$ cat src/rtl/vga_pkg.sv
// Shared timing constants and types for the VGA scan-out path.
// 640x480@60 timing, NES window placement and the border colour index.
package vga_pkg;

    localparam int H_ACTIVE = 640;
    localparam int H_FP     = 16;
    localparam int H_SYNC   = 96;
    localparam int H_BP     = 48;
    localparam int H_TOTAL  = H_ACTIVE + H_FP + H_SYNC + H_BP;

    localparam int V_ACTIVE = 480;
    localparam int V_FP     = 10;
    localparam int V_SYNC   = 2;
    localparam int V_BP     = 33;
    localparam int V_TOTAL  = V_ACTIVE + V_FP + V_SYNC + V_BP;

    localparam int X_OFFSET = 64;
    localparam int NES_W    = 512;

    typedef logic [5:0] pal_idx_t;

    localparam pal_idx_t BORDER_IDX = 6'h0F;

    typedef struct packed {
        logic [3:0] r;
        logic [3:0] g;
        logic [3:0] b;
    } rgb444_t;

    // Sync flags are carried active-high so a cleared pipeline never emits a pulse.
    typedef struct packed {
        logic active;
        logic win;
        logic hsync;
        logic vsync;
    } ctl_t;

endpackage

$ cat src/rtl/vga_scanout_if.sv
// Read-only memory bus between the scan-out block and its VRAM port B / CROM.
// Both memories return data one clock after the address is presented.
interface vga_scanout_if;
    import vga_pkg::*;

    logic [15:0] vram_addr;
    logic [7:0]  vram_q;
    pal_idx_t    crom_addr;
    rgb444_t     crom_data;

    modport master (
        output vram_addr,
        output crom_addr,
        input  vram_q,
        input  crom_data
    );

    modport slave (
        input  vram_addr,
        input  crom_addr,
        output vram_q,
        output crom_data
    );

endinterface

$ cat src/rtl/vga_timing_gen.sv
// Free-running pixel/line counters plus the undelayed stage-0 decode.
// frame_start is timed from the next counter state so it coincides with (0, V_ACTIVE).
module vga_timing_gen
    import vga_pkg::*;
#(
    parameter int V_ACT   = V_ACTIVE,
    parameter int V_FRONT = V_FP,
    parameter int V_PULSE = V_SYNC,
    parameter int V_BACK  = V_BP
) (
    input  logic       clk,
    input  logic       n_rst,
    output logic [9:0] hcnt,
    output logic [9:0] vcnt,
    output logic       active,
    output logic       win,
    output logic       hs0,
    output logic       vs0,
    output logic       frame_start
);

    localparam int V_TOT = V_ACT + V_FRONT + V_PULSE + V_BACK;

    logic [9:0] hcnt_nxt;
    logic [9:0] vcnt_nxt;

    always_comb begin
        hcnt_nxt = hcnt + 10'd1;
        vcnt_nxt = vcnt;
        if (hcnt == 10'(H_TOTAL - 1)) begin
            hcnt_nxt = '0;
            vcnt_nxt = (vcnt == 10'(V_TOT - 1)) ? '0 : vcnt + 10'd1;
        end
    end

    always_ff @(posedge clk or negedge n_rst) begin
        if (!n_rst) begin
            hcnt        <= '0;
            vcnt        <= '0;
            frame_start <= 1'b0;
        end else begin
            hcnt        <= hcnt_nxt;
            vcnt        <= vcnt_nxt;
            frame_start <= (hcnt_nxt == '0) && (vcnt_nxt == 10'(V_ACT));
        end
    end

    assign active = (hcnt < 10'(H_ACTIVE)) && (vcnt < 10'(V_ACT));
    assign win    = active && (hcnt >= 10'(X_OFFSET)) && (hcnt < 10'(X_OFFSET + NES_W));
    assign hs0    = !((hcnt >= 10'(H_ACTIVE + H_FP)) &&
                      (hcnt <  10'(H_ACTIVE + H_FP + H_SYNC)));
    assign vs0    = !((vcnt >= 10'(V_ACT + V_FRONT)) &&
                      (vcnt <  10'(V_ACT + V_FRONT + V_PULSE)));

endmodule

$ cat src/rtl/vga_scanout.sv
// VGA scan-out: fetches NES palette indices, looks up RGB444 and drives the pins.
// Counter-to-pin latency is a fixed 4 clocks for colour, sync and blank alike.
module vga_scanout
    import vga_pkg::*;
#(
    parameter int V_ACT   = V_ACTIVE,
    parameter int V_FRONT = V_FP,
    parameter int V_PULSE = V_SYNC,
    parameter int V_BACK  = V_BP
) (
    input  logic          clk,
    input  logic          n_rst,
    vga_scanout_if.master mem,
    output logic [3:0]    vga_r,
    output logic [3:0]    vga_g,
    output logic [3:0]    vga_b,
    output logic          vga_hs,
    output logic          vga_vs,
    output logic          vga_blank_n,
    output logic          frame_start
);

    logic [9:0] hcnt;
    logic [9:0] vcnt;
    logic       active;
    logic       win;
    logic       hs0;
    logic       vs0;

    vga_timing_gen #(
        .V_ACT   (V_ACT),
        .V_FRONT (V_FRONT),
        .V_PULSE (V_PULSE),
        .V_BACK  (V_BACK)
    ) u_timing (
        .clk         (clk),
        .n_rst       (n_rst),
        .hcnt        (hcnt),
        .vcnt        (vcnt),
        .active      (active),
        .win         (win),
        .hs0         (hs0),
        .vs0         (vs0),
        .frame_start (frame_start)
    );

    // 2x scaling: every NES pixel covers two columns and two lines.
    logic [9:0] x_off;
    logic [7:0] x_nes;
    logic [7:0] y_nes;

    assign x_off = hcnt - 10'(X_OFFSET);
    assign x_nes = x_off[8:1];
    assign y_nes = vcnt[8:1];

    logic unused_bits;
    assign unused_bits = ^{x_off[9], x_off[0], vcnt[9], vcnt[0], mem.vram_q[7:6]};

    ctl_t    ctl_d1;
    ctl_t    ctl_d2;
    ctl_t    ctl_d3;
    rgb444_t pix;

    always_ff @(posedge clk or negedge n_rst) begin
        if (!n_rst) begin
            mem.vram_addr <= '0;
            ctl_d1        <= '0;
            ctl_d2        <= '0;
            ctl_d3        <= '0;
            pix           <= '0;
            vga_hs        <= 1'b1;
            vga_vs        <= 1'b1;
            vga_blank_n   <= 1'b0;
        end else begin
            if (win) begin
                mem.vram_addr <= {y_nes, x_nes};
            end
            ctl_d1      <= {active, win, !hs0, !vs0};
            ctl_d2      <= ctl_d1;
            ctl_d3      <= ctl_d2;
            pix         <= ctl_d3.active ? mem.crom_data : '0;
            vga_hs      <= !ctl_d3.hsync;
            vga_vs      <= !ctl_d3.vsync;
            vga_blank_n <= ctl_d3.active;
        end
    end

    // vram_q is aligned with ctl_d2; outside the window the stale data is ignored.
    assign mem.crom_addr = ctl_d2.win ? mem.vram_q[5:0] : BORDER_IDX;

    assign vga_r = pix.r;
    assign vga_g = pix.g;
    assign vga_b = pix.b;

endmodule

$ cat src/flat_wrapper.sv
// flat-port wrapper written by rule: the top's interface ports become plain ports
module vga_scanout_flat import vga_pkg::*;
#(
    parameter int V_ACT   = V_ACTIVE,
    parameter int V_FRONT = V_FP,
    parameter int V_PULSE = V_SYNC,
    parameter int V_BACK  = V_BP
)
  (clk, n_rst, vga_r, vga_g, vga_b, vga_hs, vga_vs, vga_blank_n, frame_start, mem_vram_addr, mem_crom_addr, mem_vram_q, mem_crom_data);
  vga_scanout_if mem_i ();
  input  logic clk;
  input  logic n_rst;
  output logic [3:0] vga_r;
  output logic [3:0] vga_g;
  output logic [3:0] vga_b;
  output logic vga_hs;
  output logic vga_vs;
  output logic vga_blank_n;
  output logic frame_start;
  output wire logic [$bits(mem_i.vram_addr)-1:0] mem_vram_addr;
  output wire logic [$bits(mem_i.crom_addr)-1:0] mem_crom_addr;
  input wire logic [$bits(mem_i.vram_q)-1:0] mem_vram_q;
  input wire logic [$bits(mem_i.crom_data)-1:0] mem_crom_data;
  assign mem_vram_addr = mem_i.vram_addr;
  assign mem_crom_addr = mem_i.crom_addr;
  assign mem_i.vram_q = mem_vram_q;
  assign mem_i.crom_data = mem_crom_data;
  vga_scanout #(.V_ACT(V_ACT), .V_FRONT(V_FRONT), .V_PULSE(V_PULSE), .V_BACK(V_BACK)) u_core (.clk(clk), .n_rst(n_rst), .mem(mem_i), .vga_r(vga_r), .vga_g(vga_g), .vga_b(vga_b), .vga_hs(vga_hs), .vga_vs(vga_vs), .vga_blank_n(vga_blank_n), .frame_start(frame_start));
endmodule
$ cat config.mk
export PLATFORM = sky130hd
export DESIGN_NAME = vga_scanout_flat
export DESIGN_NICKNAME = d
export VERILOG_FILES = /design/src/rtl/vga_pkg.sv /design/src/rtl/vga_scanout_if.sv /design/src/rtl/vga_timing_gen.sv /design/src/rtl/vga_scanout.sv /design/src/flat_wrapper.sv
export SDC_FILE = /design/constraint.sdc
export NUM_CORES = 1
export LEC_CHECK = 0
export ABC_AREA = 0
export CAP_MARGIN = 25
export CORE_ASPECT_RATIO = 1.2
export CORE_MARGIN = 4
export CORE_UTILIZATION = 35
export DETAILED_ROUTE_END_ITERATION = 12
export PLACE_DENSITY = 0.55
export SETUP_SLACK_MARGIN = 0.05
export SYNTH_ARGS = -nofsm -noshare
export SYNTH_HDL_FRONTEND = slang
export SYNTH_SLANG_ARGS = --single-unit
export TNS_END_PERCENT = 100
$ cat constraint.sdc
create_clock -name clk -period 3.7 [get_ports clk]
set_clock_uncertainty 0.2 [all_clocks]
set_input_delay 0.74 -clock clk [delete_from_list [all_inputs] [get_ports clk]]
set_output_delay 0.74 -clock clk [all_outputs]
set_load 0.02 [all_outputs]
After elaboration in Yosys (flattened, before gate mapping)
Cells that the tools add are included.

$lt $le $gt $ge: 8. Eq/ne operators: 3. Multipliers: 0. Reductions and logical operators: 9. Bitwise gates (word level): 0. Shifts and indexed selects: 0. Mux-type cells: 5. Div/mod/pow operators: 0. $add $sub $neg: 3.

Operator list (count): less-than comparator 10 bit (second input constant) (3); 2-to-1 mux 10 bit (3); adder 10 x 1 -> 10 bit (second input constant) (2); equality test 10 bit (second input constant) (2); less-than comparator 10 x 9 -> 1 bit (second input constant) (2); 2-to-1 mux 12 bit (1); equality test 10 x 9 -> 1 bit (second input constant) (1); greater-or-equal comparator 10 bit (second input constant) (1); greater-or-equal comparator 10 x 7 -> 1 bit (second input constant) (1); greater-or-equal comparator 10 x 9 -> 1 bit (second input constant) (1); zero test 10 bit (1); subtractor 9 x 7 -> 9 bit (second input constant) (1); logical AND 1 bit (6); 2-to-1 mux 6 bit (1); zero test 1 bit (2).

Bits in read-only memories: 0. Bits of input ports: 22. Output and inout port bits: 38. Logic and storage cells: 49. Memory bits (writable): 0. Bits in registers: 63. Memories: 0. Bits in latches: 0.

Logic depth before layout (Yosys ltp)
Word-level depth: 5. Mapped depth: 9. Gate-level depth less buffers: 8.

Hierarchy
From an unflattened synthesis, not the netlist that was laid out.

Cell total of the unflattened synthesis: 254. Area total of the unflattened synthesis: 2881.5 µm².

Modules (own cells, without submodules): vga_scanout (cells an instance 89, area each 1451.4 µm², sequential area each 1053.5 µm², times used 1); vga_timing_gen (cells an instance 165, area each 1430.1 µm², sequential area each 525.5 µm², times used 1).

Least setup slack after synthesis
No wires, ideal clock.

Kind: register -> register. From: reg u_core.u_timing.vcnt[1]. To: reg u_core.u_timing.frame_start. Library setup time: 95 ps. Path buffers: 1. Path slack: 1199 ps. Arrival time: 2206 ps. Stages on the path, launching flop included: 10. Clock period less this slack: 2501 ps. Data required time: 3405 ps. Cell sequence: dfrtp_1 > inv_1 > ha_1 > or4b_1 > or4_4 > buf_6 > o21ai_4 > o2bb2ai_2 > o211ai_2 > nor4b_2.

Word-level cells in the longest chain between the ends: 5. Elaborated cells on any way between the ends: 6. Those cells by class: 1 x add/sub; 2 x eq/ne; 2 x mux; 1 x reduce/logical.

RTL lines: start, declared (RTL line vga_timing_gen.sv:14) `output logic [9:0] vcnt,`; start signal, assigned (RTL line vga_timing_gen.sv:43) `vcnt <= vcnt_nxt;`; adder 10 x 1 -> 10 bit or equality test 10 bit (tied branches) (RTL line vga_timing_gen.sv:32) `vcnt_nxt = (vcnt == 10'(V_TOT - 1)) ? '0 : vcnt + 10'd1;`; 2-to-1 mux 10 bit (RTL line vga_timing_gen.sv:32); 2-to-1 mux 10 bit * (RTL line vga_timing_gen.sv:30) `if (hcnt == 10'(H_TOTAL - 1)) begin`; equality test 10 x 9 -> 1 bit * (RTL line vga_timing_gen.sv:44) `frame_start <= (hcnt_nxt == '0) && (vcnt_nxt == 10'(V_ACT));`; logical AND 1 bit * (RTL line vga_timing_gen.sv:44); end signal, assigned (RTL line vga_timing_gen.sv:44); end, declared (RTL line vga_timing_gen.sv:19) `output logic frame_start`.

Every way passes the cells marked *; elsewhere a longest branch is shown, timed or not. A chain may end at the register's enable or synchronous reset.

Final worst setup path
From: in mem_vram_q[4]. To: out mem_crom_addr[4].

Word-level cells in the longest chain between the ends: 1.

RTL lines: start, declared (RTL line flat_wrapper.sv:22) `input wire logic [$bits(mem_i.vram_q)-1:0] mem_vram_q;`; 2-to-1 mux 6 bit (RTL line vga_scanout.sv:89) `assign mem.crom_addr = ctl_d2.win ? mem.vram_q[5:0] : BORDER_IDX;`; end, declared (RTL line flat_wrapper.sv:21) `output wire logic [$bits(mem_i.crom_addr)-1:0] mem_crom_addr;`.

No other way between the ends.

==> flow_results.org <==
** Routing
- WL per Instance :: about 14 um
- TritonRoute pass-1 iters :: 4
- Remaining antenna violation count :: 0
- Vias after detailed routing :: 2014
- Final routed wirelength across all metal layers :: about 5.8 mm
- For this block, the initial DRC count from the detailed router was 54.
- Vias per cell :: a little under 5
- For this run, design rule violations remaining after detail routing come to 0.

** Die
- The initial utilization of the core area, before any placement, comes to 0.362.
- Area of the die :: about 9500 um^2
- Number of cell rows :: 35
- During I/O placement, the number of pins put on the boundary was 60.
- Core footprint :: roughly 7700 um^2
- The floorplan step set the die width to ~89 um.
- Die height :: between 100 and 150 um

** Critical path
- Capturing element type of the critical path :: output port
- Critical path's largest stage delay :: 0.60 ns
- Critical path buffer and inverter count :: 2
- Data required time of the worst path :: 2.76 ns
- Crit Path Category :: primary input to output port
- Walking the worst path, the cells encountered are clkdlybuf4s50_1 > and2_1 > clkdlybuf4s50_1.
- Reg-to-reg startpoint :: u_core.u_timing.vcnt[1]$_DFF_PN0_
- Cell class contributing the biggest share of worst-path delay :: buffers and inverters
- In this run the worst path has a maximum fanout of 1.
- Source of the critical timing path :: mem_vram_q[4]
- The most numerous cell type found on the critical path is sky130_fd_sc_hd__clkdlybuf4s50_1.
- Nature of the critical path startpoint :: primary input
- Slowest stage cell, crit path :: sky130_fd_sc_hd__clkdlybuf4s50_1
- At the worst endpoint, the arrival time is about 1.9 ns.

** Synthesis
- For this run, the leading register cell type out of synthesis is sky130_fd_sc_hd__dfrtp_1.
- After synthesis, the mean cell area works out to roughly 11 um^2.
- Counting flops with a built-in enable in the synthesized netlist gives 0.
- Fraction of post-synthesis cell area in the top cell type by area :: 0.548
- After synthesis the cells add up to between 2000 and 3000 um^2.
- Yosys attributes the largest share of cell area to sky130_fd_sc_hd__dfrtp_1 55%, sky130_fd_sc_hd__and2_1 4.0%, sky130_fd_sc_hd__ha_1 4.0%, sky130_fd_sc_hd__mux2_2 3.6%, sky130_fd_sc_hd__o21ai_0 3.6%.
- The share of the Yosys chip area taken by registers is 0.566.
- After technology mapping, the gate count stands at approximately 250.
- Yosys mapped the design onto between 40 and 50 distinct sky130hd cell types.
- For this run, the number of Yosys warnings is 0.
- Cell type contributing the most total cell area after synthesis :: sky130_fd_sc_hd__dfrtp_1
- Post-synth ARST share :: 1.00
- Counting flops and latches in the post-synthesis netlist gives 63.
- Net count after synthesis :: 283

** Clock network
- Setup bufs post-CTS :: 0
- After clock tree synthesis, the clock-pin slew on the worst setup and hold paths is ~0.07 ns.
- Clock tree synthesis selected as its root buffer the cell sky130_fd_sc_hd__clkbuf_8.
- Worst-skew pair later-pin latency :: between 0.3 and 0.4 ns
- Count of cells resized by post-cts repair :: 0
- Num Clock Sinks :: 63
- After clock tree synthesis, the flow added hold-fix buffers numbering 0.
- CTS H-Tree Depth :: 3
- TritonCTS built the clock tree.
- Buffers from clock root to sink, at most :: 2
- Total clock buffers created by CTS :: 9

** Timing
- Final critical path time including I/O delays and setup :: approximately 2.8 ns
- For the final routed database, the setup TNS stands at 0 ns.
- RSZ-0062 raised after global routing :: false
- The number of hold violations in the final report was 0.
- The final-report max-slew violation count is 0.
- Setup violations remaining at the end of the flow were counted as 0.
- Slew margin rel. :: 0.604
- Slew of the pin with the lowest slew margin :: about 0.58 ns
- Post-route fraction of the period consumed by the critical path :: 0.765
- Smallest setup slack after layout :: 0.868 ns
- Maximum clock rate :: approximately 0.35 GHz

** Global routing
- The via count of the first global-routing pass is 1993.
- Global-route wire length before repair :: about 9.5 mm
- Entering global routing, the biggest net connects 28 pins.
- Across every metal layer, demand over resource in global routing totals 0.132.
- The initial antenna violation count is 0.
- Aggregate global routing overflow :: 0

** Placed design
- Post-place setup slack :: between 0.8 and 0.9 ns
- Final weighted congestion of routability-driven global placement :: 0.777
- Input and output buffers added on the ports amount to between 50 and 60.
- Cell area after placement :: roughly 3400 um^2
- Total half-perimeter wirelength after legalization and detailed placement :: 4.33 mm

** Min path
- Type of the most critical hold path :: primary input to async pin

** Final layout
- Fraction of layout cells with a size suffix above 1 :: 0.121
- 0 antenna diodes ended up in the layout.
- Summing all multi-input logic gate instances after layout gives between 1000 and 1500 um^2.
- Measured on the finished design, the core utilization comes to 0.476.
- For this run, the post-layout net count is 339.
- From synthesis to final layout, the design area changed by 31.7%.
- Area taken by flip-flops and latches :: about 1600 um^2
- Final non-filler cell area :: approximately 3700 um^2
- Fill cell instance count of the final layout :: slightly above 700

** Status
- Result of the run :: finished clean

** Flow run
- Max-cap violations in this run came to 0.

** Power and ir drop
- Summed over all cells, the static leakage comes to 1.60 nW.
- Worst voltage drop across the vdd grid :: approximately 0.00023 V
- Power density over cell area :: 403 nW/um^2
[final cells by class]
cell class | count | area share
flip-flops and latches | 63 | 0.430
multi-input cells | 161 | 0.299
well taps | 92 | 0.0313
clock buffers | 9 | 0.0337
repair buffers | 60 | 0.160
clock inverters | 7 | 0.0327
inverters | 13 | 0.0133
[metrics by stage]
stage | hold WS (ns) | cells | power [mW]
final | 0.116 | 405 | 1.48
after global routing | 0.127 | 405 | 1.54
after CTS | 0.105 | 405 | 1.51
after detailed placement | 0.137 | 389 | 0.772
after global placement | 0.135 | 389 | 0.771
after floorplan | 0.131 | 252 | 0.724
[sequential cells by signal, indices dropped and copies added (netlist names)]
register	flops
u_core.ctl_d1	4
u_core.ctl_d2	4
u_core.ctl_d3	3
u_core.mem.vram_addr	16
u_core.u_timing.frame_start	1
u_core.u_timing.hcnt	10
u_core.u_timing.vcnt	10
u_core.vga_b	4
u_core.vga_blank_n	1
u_core.vga_g	4
u_core.vga_hs	1
u_core.vga_r	4
u_core.vga_vs	1
[path summary, 6_finish.rpt]
check	endpoint	slack (ns)	cells after the start
worst max-delay path	mem_crom_addr[4]	0.87	3
worst min-delay path	u_core.ctl_d2[2]$_DFF_PN0_	0.12	1
worst max register to register	u_core.u_timing.frame_start$_DFF_PN0_	0.91	7
worst min register to register	u_core.vga_vs$_DFF_PN1_	0.15	1
max in group asynchronous	u_core.vga_vs$_DFF_PN1_	2.47	2
min in group clk	u_core.vga_vs$_DFF_PN1_	0.15	1
[per-layer routing]
layer	vias up	track usage	wire length, um
li1	968	-	-
met1	978	0.164	2460
met2	59	0.204	2810
met3	9	0.0407	414
met4	0	0.0628	93
met5	-	0	0
[power breakdown]
part / total, mW / internal, mW / switching (mW)
Clock: 0.724 / 0.449 / 0.274
Sequential: 0.697 / 0.695 / 0.00153
Combinational: 0.0609 / 0.0330 / 0.0278
Total: 1.48 / 1.18 / 0.304
[layout by cell type (no fill, tap or decap), types with 2 or more instances in the layout]
master / count
sky130_fd_sc_hd__nand4_1: 3
sky130_fd_sc_hd__a21oi_1: 5
sky130_fd_sc_hd__clkdlybuf4s50_1: 56
sky130_fd_sc_hd__and3_1: 2
sky130_fd_sc_hd__nor3_1: 7
sky130_fd_sc_hd__buf_4: 3
sky130_fd_sc_hd__dfrtp_1: 61
sky130_fd_sc_hd__nor4_1: 2
sky130_fd_sc_hd__xnor2_1: 6
sky130_fd_sc_hd__nand2b_1: 6
sky130_fd_sc_hd__and2_1: 18
sky130_fd_sc_hd__mux2_2: 9
sky130_fd_sc_hd__o21ai_0: 20
sky130_fd_sc_hd__clkbuf_8: 9
sky130_fd_sc_hd__inv_1: 13
sky130_fd_sc_hd__nand3_1: 9
sky130_fd_sc_hd__nand2_1: 25
sky130_fd_sc_hd__a31oi_1: 3
sky130_fd_sc_hd__bufinv_16: 3
sky130_fd_sc_hd__xor2_1: 6
sky130_fd_sc_hd__ha_1: 9
sky130_fd_sc_hd__nor2_1: 6
sky130_fd_sc_hd__dfstp_2: 2
[synthesized netlist by cell type (all sizes together), types with 2 or more instances]
library cell and count:
a21oi 5, a31oi 3, and2 18, and3 2
buf 6, clkbuf 9, dfrtp 61, dfstp 2
ha 9, inv 13, mux2 9, nand2 25
nand2b 6, nand3 9, nand4 3, nor2 6
nor3 7, nor4 2, o21ai 21, o311ai 2
xnor2 6, xor2 6
[cell families (layout without fill, tap and decap cells)]
| kind of cell | Yosys count | count (layout) | synth area share |
|---|---|---|---|
| AO/OA/AOI/OAI | 41 | 41 | 0.0965 |
| XOR/XNOR | 12 | 12 | 0.0377 |
| adder cells (fa/ha/maj) | 9 | 9 | 0.0404 |
| buffers and inverters | 28 | 89 | 0.0426 |
| flip-flops | 63 | 63 | 0.566 |
| multiplexers | 10 | 10 | 0.0399 |
| AND/OR/NAND/NOR | 89 | 89 | 0.176 |
Power figures use the tool's default switching activity.
